==> src/rtl/mm_draw_pkg.sv <==
// Shared draw-path constants, screen geometry, FSM states
// and a peg-colour select helper for the Mastermind board.
package mm_draw_pkg;

  localparam int SCREEN_W  = 320;
  localparam int SCREEN_H  = 240;
  localparam int COLOUR_W  = 3;
  localparam int X_W       = $clog2(SCREEN_W);
  localparam int Y_W       = $clog2(SCREEN_H);

  localparam int SQ_SIZE   = 20;
  localparam int NUM_PEGS  = 4;
  localparam int NUM_ROWS  = 10;
  localparam int COL_X0    = 40;
  localparam int COL_PITCH = 24;
  localparam int ROW_Y0    = 10;
  localparam int ROW_PITCH = 22;

  localparam int OFS_W     = $clog2(SQ_SIZE);
  localparam int PEG_W     = $clog2(NUM_PEGS);
  localparam int ROW_W     = $clog2(NUM_ROWS);
  localparam int COLS_W    = NUM_PEGS * COLOUR_W;

  typedef enum logic [1:0] {
    ST_IDLE = 2'd0,
    ST_DRAW = 2'd1,
    ST_DONE = 2'd2
  } state_t;

  function automatic logic [COLOUR_W-1:0] peg_colour(
    input logic [COLS_W-1:0] cols,
    input logic [PEG_W-1:0]  p
  );
    return cols[COLOUR_W*p +: COLOUR_W];
  endfunction

endpackage

==> src/rtl/guess_row_plotter_if.sv <==
// Start/done request bus plus VGA plot outputs of the row plotter.
// master: game FSM side (drives start/row/colours); slave: plotter.
interface guess_row_plotter_if;
  import mm_draw_pkg::*;

  logic                start;
  logic [ROW_W-1:0]    row;
  logic [COLS_W-1:0]   colours;
  logic                busy;
  logic                done;
  logic                err;
  logic [X_W-1:0]      vga_x;
  logic [Y_W-1:0]      vga_y;
  logic [COLOUR_W-1:0] vga_colour;
  logic                plot;

  modport master (
    output start, row, colours,
    input  busy, done, err,
    input  vga_x, vga_y, vga_colour, plot
  );

  modport slave (
    input  start, row, colours,
    output busy, done, err,
    output vga_x, vga_y, vga_colour, plot
  );

endinterface

==> src/rtl/square_offset_counter.sv <==
// Raster dx/dy offsets inside one peg square; last flags (19,19).
// Ports: clock, resetn, clr, en in; dx, dy, last out.
module square_offset_counter
  import mm_draw_pkg::*;
(
  input  logic             clock,
  input  logic             resetn,
  input  logic             clr,
  input  logic             en,
  output logic [OFS_W-1:0] dx,
  output logic [OFS_W-1:0] dy,
  output logic             last
);

  localparam logic [OFS_W-1:0] EDGE = OFS_W'(SQ_SIZE - 1);

  logic dx_end;
  logic dy_end;

  assign dx_end = (dx == EDGE);
  assign dy_end = (dy == EDGE);
  assign last   = dx_end && dy_end;

  always_ff @(posedge clock) begin
    if (!resetn) begin
      dx <= '0;
      dy <= '0;
    end else if (clr) begin
      dx <= '0;
      dy <= '0;
    end else if (en) begin
      if (dx_end) begin
        dx <= '0;
        dy <= dy_end ? '0 : dy + 1'b1;
      end else begin
        dx <= dx + 1'b1;
      end
    end
  end

endmodule

==> src/rtl/guess_row_plotter.sv <==
// Draws one guess row of 4 filled 20x20 pegs as VGA plot writes.
// Ports: clock, resetn; bus (slave): start/row/colours -> busy/done/err/plot/x/y/colour.
module guess_row_plotter
  import mm_draw_pkg::*;
(
  input logic                 clock,
  input logic                 resetn,
  guess_row_plotter_if.slave  bus
);

  state_t              state;
  logic [PEG_W-1:0]    peg;
  logic [COLS_W-1:0]   cols_q;
  logic [Y_W-1:0]      y_base;
  logic [OFS_W-1:0]    dx;
  logic [OFS_W-1:0]    dy;
  logic                sq_last;
  logic                cnt_clr;
  logic                cnt_en;

  assign cnt_clr = (state == ST_IDLE);
  assign cnt_en  = (state == ST_DRAW);

  square_offset_counter u_ofs (
    .clock  (clock),
    .resetn (resetn),
    .clr    (cnt_clr),
    .en     (cnt_en),
    .dx     (dx),
    .dy     (dy),
    .last   (sq_last)
  );

  always_ff @(posedge clock) begin
    if (!resetn) begin
      state          <= ST_IDLE;
      peg            <= '0;
      cols_q         <= '0;
      y_base         <= '0;
      bus.busy       <= 1'b0;
      bus.done       <= 1'b0;
      bus.err        <= 1'b0;
      bus.plot       <= 1'b0;
      bus.vga_x      <= '0;
      bus.vga_y      <= '0;
      bus.vga_colour <= '0;
    end else begin
      bus.done <= 1'b0;
      bus.err  <= 1'b0;
      unique case (state)
        ST_IDLE: begin
          bus.plot <= 1'b0;
          if (bus.start) begin
            if (bus.row < ROW_W'(NUM_ROWS)) begin
              cols_q   <= bus.colours;
              // row top edge is fixed for the whole draw
              y_base   <= Y_W'(ROW_Y0)
                        + Y_W'(bus.row) * Y_W'(ROW_PITCH);
              peg      <= '0;
              bus.busy <= 1'b1;
              state    <= ST_DRAW;
            end else begin
              bus.err  <= 1'b1;
            end
          end
        end
        ST_DRAW: begin
          bus.plot       <= 1'b1;
          bus.vga_x      <= X_W'(COL_X0)
                          + X_W'(peg) * X_W'(COL_PITCH)
                          + X_W'(dx);
          bus.vga_y      <= y_base + Y_W'(dy);
          bus.vga_colour <= peg_colour(cols_q, peg);
          if (sq_last) begin
            peg <= peg + 1'b1;
            if (peg == PEG_W'(NUM_PEGS - 1))
              state <= ST_DONE;
          end
        end
        ST_DONE: begin
          bus.plot <= 1'b0;
          bus.busy <= 1'b0;
          bus.done <= 1'b1;
          state    <= ST_IDLE;
        end
        default: state <= ST_IDLE;
      endcase
    end
  end

endmodule

==> src/flat_wrapper.sv <==
// flat-port wrapper written by rule: the top's interface ports become plain ports
module guess_row_plotter_flat import mm_draw_pkg::*;
  (clock, resetn, bus_start, bus_row, bus_colours, bus_busy, bus_done, bus_err, bus_vga_x, bus_vga_y, bus_vga_colour, bus_plot);
  guess_row_plotter_if bus_i ();
  input logic clock;
  input logic resetn;
  input wire logic [$bits(bus_i.start)-1:0] bus_start;
  input wire logic [$bits(bus_i.row)-1:0] bus_row;
  input wire logic [$bits(bus_i.colours)-1:0] bus_colours;
  output wire logic [$bits(bus_i.busy)-1:0] bus_busy;
  output wire logic [$bits(bus_i.done)-1:0] bus_done;
  output wire logic [$bits(bus_i.err)-1:0] bus_err;
  output wire logic [$bits(bus_i.vga_x)-1:0] bus_vga_x;
  output wire logic [$bits(bus_i.vga_y)-1:0] bus_vga_y;
  output wire logic [$bits(bus_i.vga_colour)-1:0] bus_vga_colour;
  output wire logic [$bits(bus_i.plot)-1:0] bus_plot;
  assign bus_i.start = bus_start;
  assign bus_i.row = bus_row;
  assign bus_i.colours = bus_colours;
  assign bus_busy = bus_i.busy;
  assign bus_done = bus_i.done;
  assign bus_err = bus_i.err;
  assign bus_vga_x = bus_i.vga_x;
  assign bus_vga_y = bus_i.vga_y;
  assign bus_vga_colour = bus_i.vga_colour;
  assign bus_plot = bus_i.plot;
  guess_row_plotter u_core (.clock(clock), .resetn(resetn), .bus(bus_i));
endmodule
==> config.mk <==
export PLATFORM = sky130hd
export DESIGN_NAME = guess_row_plotter_flat
export DESIGN_NICKNAME = d
export VERILOG_FILES = /design/src/rtl/mm_draw_pkg.sv /design/src/rtl/guess_row_plotter_if.sv /design/src/rtl/square_offset_counter.sv /design/src/rtl/guess_row_plotter.sv /design/src/flat_wrapper.sv
export SDC_FILE = /design/constraint.sdc
export NUM_CORES = 1
export LEC_CHECK = 0
export BUFFER_PORTS_ARGS = -buffer_cell sky130_fd_sc_hd__buf_2
export CAP_MARGIN = 40
export CORE_ASPECT_RATIO = 1.75
export CORE_MARGIN = 2
export CORE_UTILIZATION = 34
export CTS_CLUSTER_DIAMETER = 60
export CTS_CLUSTER_SIZE = 40
export DETAILED_ROUTE_END_ITERATION = 10
export GPL_TIMING_DRIVEN = 0
export SLEW_MARGIN = 10
export SYNTH_ARGS = -nofsm -noshare
export SYNTH_HDL_FRONTEND = slang
export SYNTH_HIERARCHICAL = 1
export SYNTH_SLANG_ARGS = --single-unit
export TNS_END_PERCENT = 10
==> constraint.sdc <==
create_clock -name clock -period 6.6 [get_ports clock]
set_input_delay 0.99 -clock clock [delete_from_list [all_inputs] [get_ports clock]]
set_output_delay 0.99 -clock clock [all_outputs]
set_load 0.02 [all_outputs]
After elaboration in Yosys (flattened, before gate mapping)
Index checks and enable logic that the tools add are counted.

word-level totals
  flip-flop bits (word level) = 58
  bits of input ports = 19
  output and inout port bits = 24
  word-level logic and storage cells = 65

operators by class
  add/sub/neg operators = 7
  multiply operators = 3
  magnitude comparators = 1
  equality and inequality tests = 9
  shift-type cells = 1
  mux-type cells = 17
  bitwise logic cells = 1
  reduce and logical (&&, ||, !) cells = 13

operators by type and width
  cell                                               number
  two-way mux 2 bit                                  7
  indexed part select 12 x 5 -> 3 bit                1
  adder 5 x 1 -> 5 bit (second input constant)       2
  == test 5 bit (second input constant)              2
  two-way mux 5 bit                                  2
  adder 9 x 5 -> 9 bit                               1
  AND reduction 3 bit                                3
  adder 4 x 8 -> 8 bit (first input constant)        1
  adder 6 x 7 -> 8 bit (first input constant)        1
  adder 8 x 5 -> 8 bit                               1
  case mux 2 bit (2 select lines)                    2
  AND reduction 4 bit                                2
  multiplier 4 x 4 -> 7 bit (second input constant)  1
  inequality test 2 bit (second input constant)      3
  nonzero test 2 bit                                 3
  == test 2 bit (second input constant)              2
  < comparator 4 bit (second input constant)         1
  multiplier 2 x 2 -> 4 bit (first input constant)   1
  multiplier 2 x 2 -> 4 bit (second input constant)  1
  two-way mux 1 bit                                  4
  case mux 1 bit (2 select lines)                    2
  OR reduction 2 bit                                 2
  adder 2 x 1 -> 2 bit (second input constant)       1
  == test 2 x 1 -> 1 bit (second input constant)     1
  5 further kinds                                    5

Depth between registers and ports, before layout
Gate-level depths: netlist (run 1).

  depth after elaboration = 4
  mapped depth = 10
  mapped depth without buffers = 9

Hierarchy
The synthesis (run 1) kept the hierarchy.

modules (own cells, without submodules)
  module                 instances  cells an instance  area an instance (um^2)  seq. area each (um^2)
  guess_row_plotter      1          270                2,304.7                  920.9
  square_offset_counter  1          57                 521.8                    200.2

Worst setup path before layout (run 1)
OpenSTA, ideal clock, no wires.

  kind = input port to flip-flop
  start = in bus_row[0]
  end = reg u_core.y_base[7]
  setup time = 0.087 ns
  arrival = 3.110 ns
  required time = 6.513 ns
  slack = 3.403 ns
  cell stages on the path = 7
  path buffers = 0
  cells stage by stage = ha_1 > ha_1 > fa_1 > o21ai_0 > or4_4 > xnor2_1 > o31ai_1

on the way
  longest elaborated chain between the ends = 2
  elaborated cells between the ends (all ways) = 4
  those cells by class = add/sub (1); mul (1); order compare (1); reduce/logical (1)

ends and longest elaborated chain
  what                                                                    line                                              source
  start: declaration                                                      flat_wrapper.sv:8                                 input wire logic [$bits(bus_i.row)-1:0] bus_row;
  multiplier 4 x 4 -> 7 bit / < comparator 4 bit (equally long branches)  guess_row_plotter.sv:58, guess_row_plotter.sv:54
  adder 4 x 8 -> 8 bit / AND reduction 3 bit (equally long branches)      --
  end signal: assignment                                                  guess_row_plotter.sv:57                           y_base <= Y_W'(ROW_Y0)
  end: declaration                                                        guess_row_plotter.sv:14                           logic [Y_W-1:0] y_base;

Several ways; a longest one is shown, not always the timed one.
A chain may end at the register's enable or synchronous reset.

Worst setup path in the final report (run 1)
Same ends and word-level chain as after synthesis.

==> results of run 1 <==
[report_power, final]
group	internal (mW)	total [mW]	switching, mW
clock network	0.144	0.276	0.132
logic	0.0491	0.120	0.0705
registers	0.352	0.361	0.00888
[worst min-delay path, cell delays in order (launching register included)]
cell	delay [ns]
dfxtp_1	0.31
nand2_1	0.05
a21oi_1	0.05
[routing by layer]
metal / wire length [um] / part of all wire / up-vias / track usage
li1: - / - / 1214 / -
met1: 2587 / 0.39 / 1115 / 0.1608
met2: 3749 / 0.56 / 38 / 0.2936
met5: 0 / 0 / - / 0
met3: 182 / 0.027 / 7 / 0.02508
met4: 119 / 0.018 / 0 / 0.06536
[state kept, by name, indices dropped and copies added, names as in the netlist]
| register | count |
|---|---|
| u_core/bus.vga_x | 8 |
| u_core/bus.err | 1 |
| u_core/bus.busy | 1 |
| u_core/peg | 2 |
| u_core/state | 2 |
| u_core/cols_q | 12 |
| u_core/bus.vga_colour | 3 |
| u_core/y_base | 7 |
| u_core/bus.plot | 1 |
| u_core/u_ofs/dy | 5 |
| u_core/bus.vga_y | 8 |
| u_core/u_ofs/dx | 5 |
| u_core/bus.done | 1 |
[path summary, 6_finish.rpt]
| check | startpoint | to | slack [ns] | depth (start not counted) |
|---|---|---|---|---|
| worst min register to register | u_core/bus.vga_y[3] | u_core/bus.vga_y[3] | 0.45 | 2 |
| worst max register to register | u_core/state[1] | u_core/u_ofs/dy[1] | 4.15 | 8 |
| worst max-delay path | bus_row[0] | u_core/y_base[7] | 3.43 | 8 |
| worst min-delay path | u_core/bus.vga_y[3] | u_core/bus.vga_y[3] | 0.45 | 2 |
[metrics by stage]
| step | instances | hold WS, ns | cell area, um2 |
|---|---|---|---|
| 4_1_cts | 468 | 0.4547 | 3298 |
| 3_5_place_dp | 460 | 0.4441 | 3147 |
| 2_1_floorplan | 327 | 0.4331 | 2826 |
| 5_1_grt | 468 | 0.4681 | 3298 |
| 3_3_place_gp | 460 | 0.4387 | 3147 |
| 6_report | 468 | 0.4517 | 3298 |
[synth_stat cells (2+ instances only)]
| cell type | n | area share |
|---|---|---|
| buf_4 | 3 | 0.0080 |
| nand2b_1 | 2 | 0.0044 |
| clkbuf_1 | 10 | 0.013 |
| a211oi_1 | 10 | 0.027 |
| a31oi_1 | 3 | 0.0066 |
| buf_2 | 3 | 0.0053 |
| nor3_1 | 2 | 0.0035 |
| inv_1 | 16 | 0.021 |
| a21oi_1 | 41 | 0.073 |
| nand2_1 | 52 | 0.069 |
| ha_1 | 24 | 0.11 |
| fa_1 | 3 | 0.021 |
| nor2b_1 | 3 | 0.0066 |
| or4_1 | 3 | 0.0080 |
| and3_1 | 3 | 0.0066 |
| o21ai_0 | 12 | 0.021 |
| clkinv_1 | 2 | 0.0027 |
| xnor2_1 | 10 | 0.031 |
| dfxtp_1 | 56 | 0.40 |
| nor2_1 | 26 | 0.035 |
| o31ai_1 | 2 | 0.0053 |
| xor2_1 | 6 | 0.019 |
| mux2i_1 | 2 | 0.0071 |
| o21a_1 | 2 | 0.0053 |
| mux4_2 | 3 | 0.024 |
| or3_1 | 2 | 0.0044 |
| nand3_1 | 8 | 0.014 |
[kinds of logic (layout without fill, tap and decap cells)]
logic type / after synthesis / in the layout / synth area share
mux: 5 / 5 / 0.03099
fa+ha+maj: 27 / 27 / 0.1275
flops: 56 / 56 / 0.3966
other cells: 1 / 1 / 0.001327
xor+xnor: 16 / 16 / 0.04958
buf+inv: 35 / 84 / 0.05445
compound gates: 75 / 75 / 0.1518
simple gates: 112 / 112 / 0.1877
[cell type report]
class                      count  area [um2]
clock inverter                 3       26.28
inverter                      18       67.56
fill                         867        4905
tap                           92       115.1
clock buffer                   5       125.1
multi-input combinational    236        1551
buffer                        17       86.33
sequential                    56        1121
timing repair buffer          41       205.2
==> results.json, run 1 <==
{
  "rows": 44,
  "leakage_nw": 1.374,
  "mostFrequentLayoutCells": "56 x dfxtp_1, 52 x nand2_1, 44 x buf_2, 41 x a21oi_1, 26 x nor2_1",
  "drc": 0,
  "max_freq_mhz": 315.1,
  "viasPerCell": 5.073,
  "clockBufferDepth": 2,
  "via_count": 2374,
  "die_y_um": 124.6,
  "grt_overflow": 0,
  "cts_root_buf": "clkbuf_16",
  "endpoint_kind": "flip-flop",
  "hold_viol_final": 0,
  "insertion_delay_ns": 0.30,
  "rsz0062_at_grt": "false",
  "dieArea_um2": 9087,
  "synth.avg_cell_area_um2": 8.644,
  "drive_gt1_frac": 0.1702,
  "finalMaxSlewViolations": 0,
  "grt_pass1_wl_mm": 10.97,
  "ant_nets": 0,
  "cts.htree.levels": 2,
  "wl_per_cell_um": 14.18,
  "start_kind": "input pin",
  "drt_iter0_drc": 159,
  "syn_nets": 373,
  "setup_ws_ns": 3.426,
  "ys_types": 45,
  "hp-class": "flip-flop to flip-flop",
  "cts_tree": "built",
  "antenna_cells": 0,
  "start_util": 0.3446,
  "ys_async_sr_fraction": 0,
  "synth_area_um2": 2826,
  "worstMarginPinSlew_ns": 0.6108,
  "globalplace.congestion": 0.8157,
  "fin_crit_sh": 0.4809,
  "numCtsBuffers": 5,
  "cap_violations": 0,
  "hold_buffers": 0,
  "dr.pass1.iters": 4,
  "nNetsFinal": 421,
  "crit_required_ns": 6.81,
  "critPathSlowestCell": "fa_1",
  "final_core_util": 0.4021,
  "grt_usage": 0.1554,
  "worst_ep_arrival_time_ns": 3.39,
  "slew_headroom": 0.5928,
  "peakVddDrop_v": 0.00009594,
  "yosysSeqAreaShare": 0.3966,
  "grt_start_max_net_pins": 20,
  "antenna_found_initial": 0,
  "syn_to_final_growth_pct": 16.69,
  "synth_ff_type": "dfxtp_1",
  "path_cells": "buf_2, ha_1, ha_1, fa_1, o21ai_0, or4_4, xnor2_1, o31ai_1",
  "status": "finished clean",
  "cts.sinks": 56,
  "grt_pass1_vias": 2360,
  "max_stage_delay_ns": 0.59,
  "ys_seq_elements": 56,
  "path_max_fanout": 6,
  "postCtsSetupRepairBufs": 0,
  "synth_cells": 327,
  "cts_resized": 0,
  "finalSetupViolations": 0,
  "path_clk_slew_ns": 0.07,
  "period_needed_ns": 3.174,
  "critical_path.most_common_cell": "ha_1",
  "p_per_area_nw_per_um2": 229.6,
  "place_ws_ns": 3.118,
  "ys_warn_count": 6,
  "synth_edf_count": 0,
  "port_buffers": 41,
  "die_w_um": 72.92,
  "core_area_um2": 8203,
  "final_common_cell": "dfxtp_1",
  "worst-setup-path-type": "input pin to flip-flop",
  "io_pins": 43,
  "power_mw": 0.7571,
  "dp_hpwl_mm": 5.189,
  "crit_family": "adder cells",
  "fin_skew_ns": 0.006527,
  "wl_mm": 6.638,
  "fin_setup_tns_ns": 0,
  "path_buf_inv": 1
}
No activity file was read; power rests on OpenSTA's default activity.
==> inputs of run 2 (changes only) <==
clock period = 2.6 ns   (was 6.6 ns; I/O delays follow)
==> results.json, run 2 (synthesized netlist as in run 1, its figures left out) <==
{
  "cts_root_buf": "clkbuf_16",
  "hp-class": "input pin to flip-flop",
  "critical_path.most_common_cell": "ha_1",
  "grt_start_max_net_pins": 20,
  "swShare": 0.2791,
  "grt_pass1_vias": 2360,
  "nNetsFinal": 421,
  "power_mw": 1.923,
  "die_w_um": 72.92,
  "biggestRegsByFlops": "u_core/cols_q x12, u_core/bus.vga_x x8, u_core/bus.vga_y x8",
  "internal_power_mw": 1.387,
  "drc": 0,
  "ff_latch_area_um2": 1121,
  "pwr-share-comb": 0.158,
  "cts.htree.levels": 2,
  "path_clk_slew_ns": 0.08,
  "grt_usage": 0.1554,
  "top_register": "u_core/cols_q",
  "holdWs_ns": 0.3185,
  "worst_ep_arrival_time_ns": 2.71,
  "drive_gt1_frac": 0.1729,
  "slew_headroom": 0.5930,
  "peakVddDrop_v": 0.0002435,
  "die_y_um": 124.6,
  "wl_mm": 6.643,
  "start_util": 0.3446,
  "antenna_found_initial": 0,
  "worstMarginPinSlew_ns": 0.6105,
  "fill_cells": 869,
  "final_core_util": 0.4022,
  "power.share.clock": 0.365,
  "endpoint_kind": "flip-flop",
  "critPathSlowestCell": "fa_1",
  "leakage_nw": 1.378,
  "dr.pass1.iters": 4,
  "multi_input_area_um2": 1551,
  "dieArea_um2": 9087,
  "hold_depth": 3,
  "path_cells": "buf_2, ha_1, ha_1, fa_1, o21ai_1, or4_4, xnor2_1, o31ai_1",
  "p_per_area_nw_per_um2": 582.9,
  "cap_violations": 0,
  "pwr-share-seq": 0.477,
  "finalMaxSlewViolations": 0,
  "max_stage_delay_ns": 0.57,
  "globalplace.congestion": 0.8157,
  "start_kind": "input pin",
  "rsz0062_at_grt": "false",
  "fin_crit_sh": 0.9581,
  "core_area_um2": 8203,
  "wl_per_cell_um": 14.19,
  "grt_pass1_wl_mm": 10.97,
  "drt_iter0_drc": 122,
  "numCtsBuffers": 5,
  "io_pins": 43,
  "hold_viol_final": 0,
  "viasPerCell": 5.073,
  "cts.sinks": 56,
  "port_buffers": 41,
  "insertion_delay_ns": 0.30,
  "fin_skew_ns": 0.006536,
  "finalSetupViolations": 0,
  "grt_overflow": 0,
  "rows": 44,
  "via_count": 2374,
  "period_needed_ns": 2.491,
  "final_common_cell": "dfxtp_1",
  "mostFrequentLayoutCells": "56 x dfxtp_1, 52 x nand2_1, 44 x buf_2, 41 x a21oi_1, 26 x nor2_1",
  "syn_to_final_growth_pct": 16.73,
  "crit_required_ns": 2.81,
  "status": "finished clean",
  "dp_hpwl_mm": 5.189,
  "antenna_cells": 0,
  "power_switching_mw": 0.5368,
  "worst-setup-path-type": "input pin to flip-flop",
  "ant_nets": 0,
  "max_freq_mhz": 401.4,
  "cts_tree": "built",
  "worstRegToRegCells": 10,
  "fin_setup_tns_ns": 0,
  "hold_buffers": 0,
  "clockBufferDepth": 2,
  "largest_reg_flops": 12,
  "path_max_fanout": 6
}
run 2: cell counts in the layout (fill, tap and decap cells not counted):
No cell type changed its count.
run 2: cell type report:
| class | instances | area share |
|---|---|---|
| repair buffers | 41 | 0.06219 |
| clock inverters | 3 | 0.007964 |
| clock buffers | 5 | 0.03792 |
| inverters | 18 | 0.02048 |
| plain buffers | 17 | 0.02655 |
| well taps | 92 | 0.03489 |
| multi-input cells | 236 | 0.4702 |
| flip-flops and latches | 56 | 0.3398 |
run 2: worst max-delay path: cells and delay by family:
family	cells	cell delay [ns]
adders and majority gates	3	1.19
and+or+nand+nor	1	0.54
AOI/OAI and AO/OA	2	0.29
buffers and inverters	1	0.14
xor gates and xnor gates	1	0.14
run 2: worst paths after layout:
path                  startpoint                   to  slack (ns)
max reg2reg        u_core/peg[0]  u_core/bus.vga_x[6]        0.17
min reg2reg  u_core/bus.vga_y[3]  u_core/bus.vga_y[3]        0.45
max                   bus_row[0]     u_core/y_base[7]        0.11
min               bus_colours[7]     u_core/cols_q[7]        0.32
run 2: power groups by stage:
stage	Clock, mW	Sequential, mW	Combinational [mW]
2_1_floorplan	0	0.948	0.204
3_3_place_gp	0	0.935	0.302
3_5_place_dp	0	0.937	0.307
4_1_cts	0.723	0.917	0.308
5_1_grt	0.751	0.921	0.346
6_report	0.702	0.917	0.304
run 2: repair_timing:
item / in CTS / in global routing
setup endpoints to repair: 0 / 3
buffers inserted: 0 / 0
hold endpoints to repair: 0 / 0
resized for setup: 0 / 3
run 2: stage by stage:
stage	setup slack [ns]	cells	instance area [um2]
after floorplan	0.003060	327	2826
after global placement	-0.2531	460	3147
after detailed placement	-0.2825	460	3147
after CTS	0.02174	468	3298
after global routing	0.001013	468	3299
final	0.1088	468	3299
run 2: layer usage:
metal | wire length (um) | track usage | vias up
li1 | - | - | 1215
met3 | 182 | 0.02508 | 7
met2 | 3751 | 0.2936 | 38
met1 | 2590 | 0.1608 | 1114
met5 | 0 | 0 | -
met4 | 119 | 0.06536 | 0
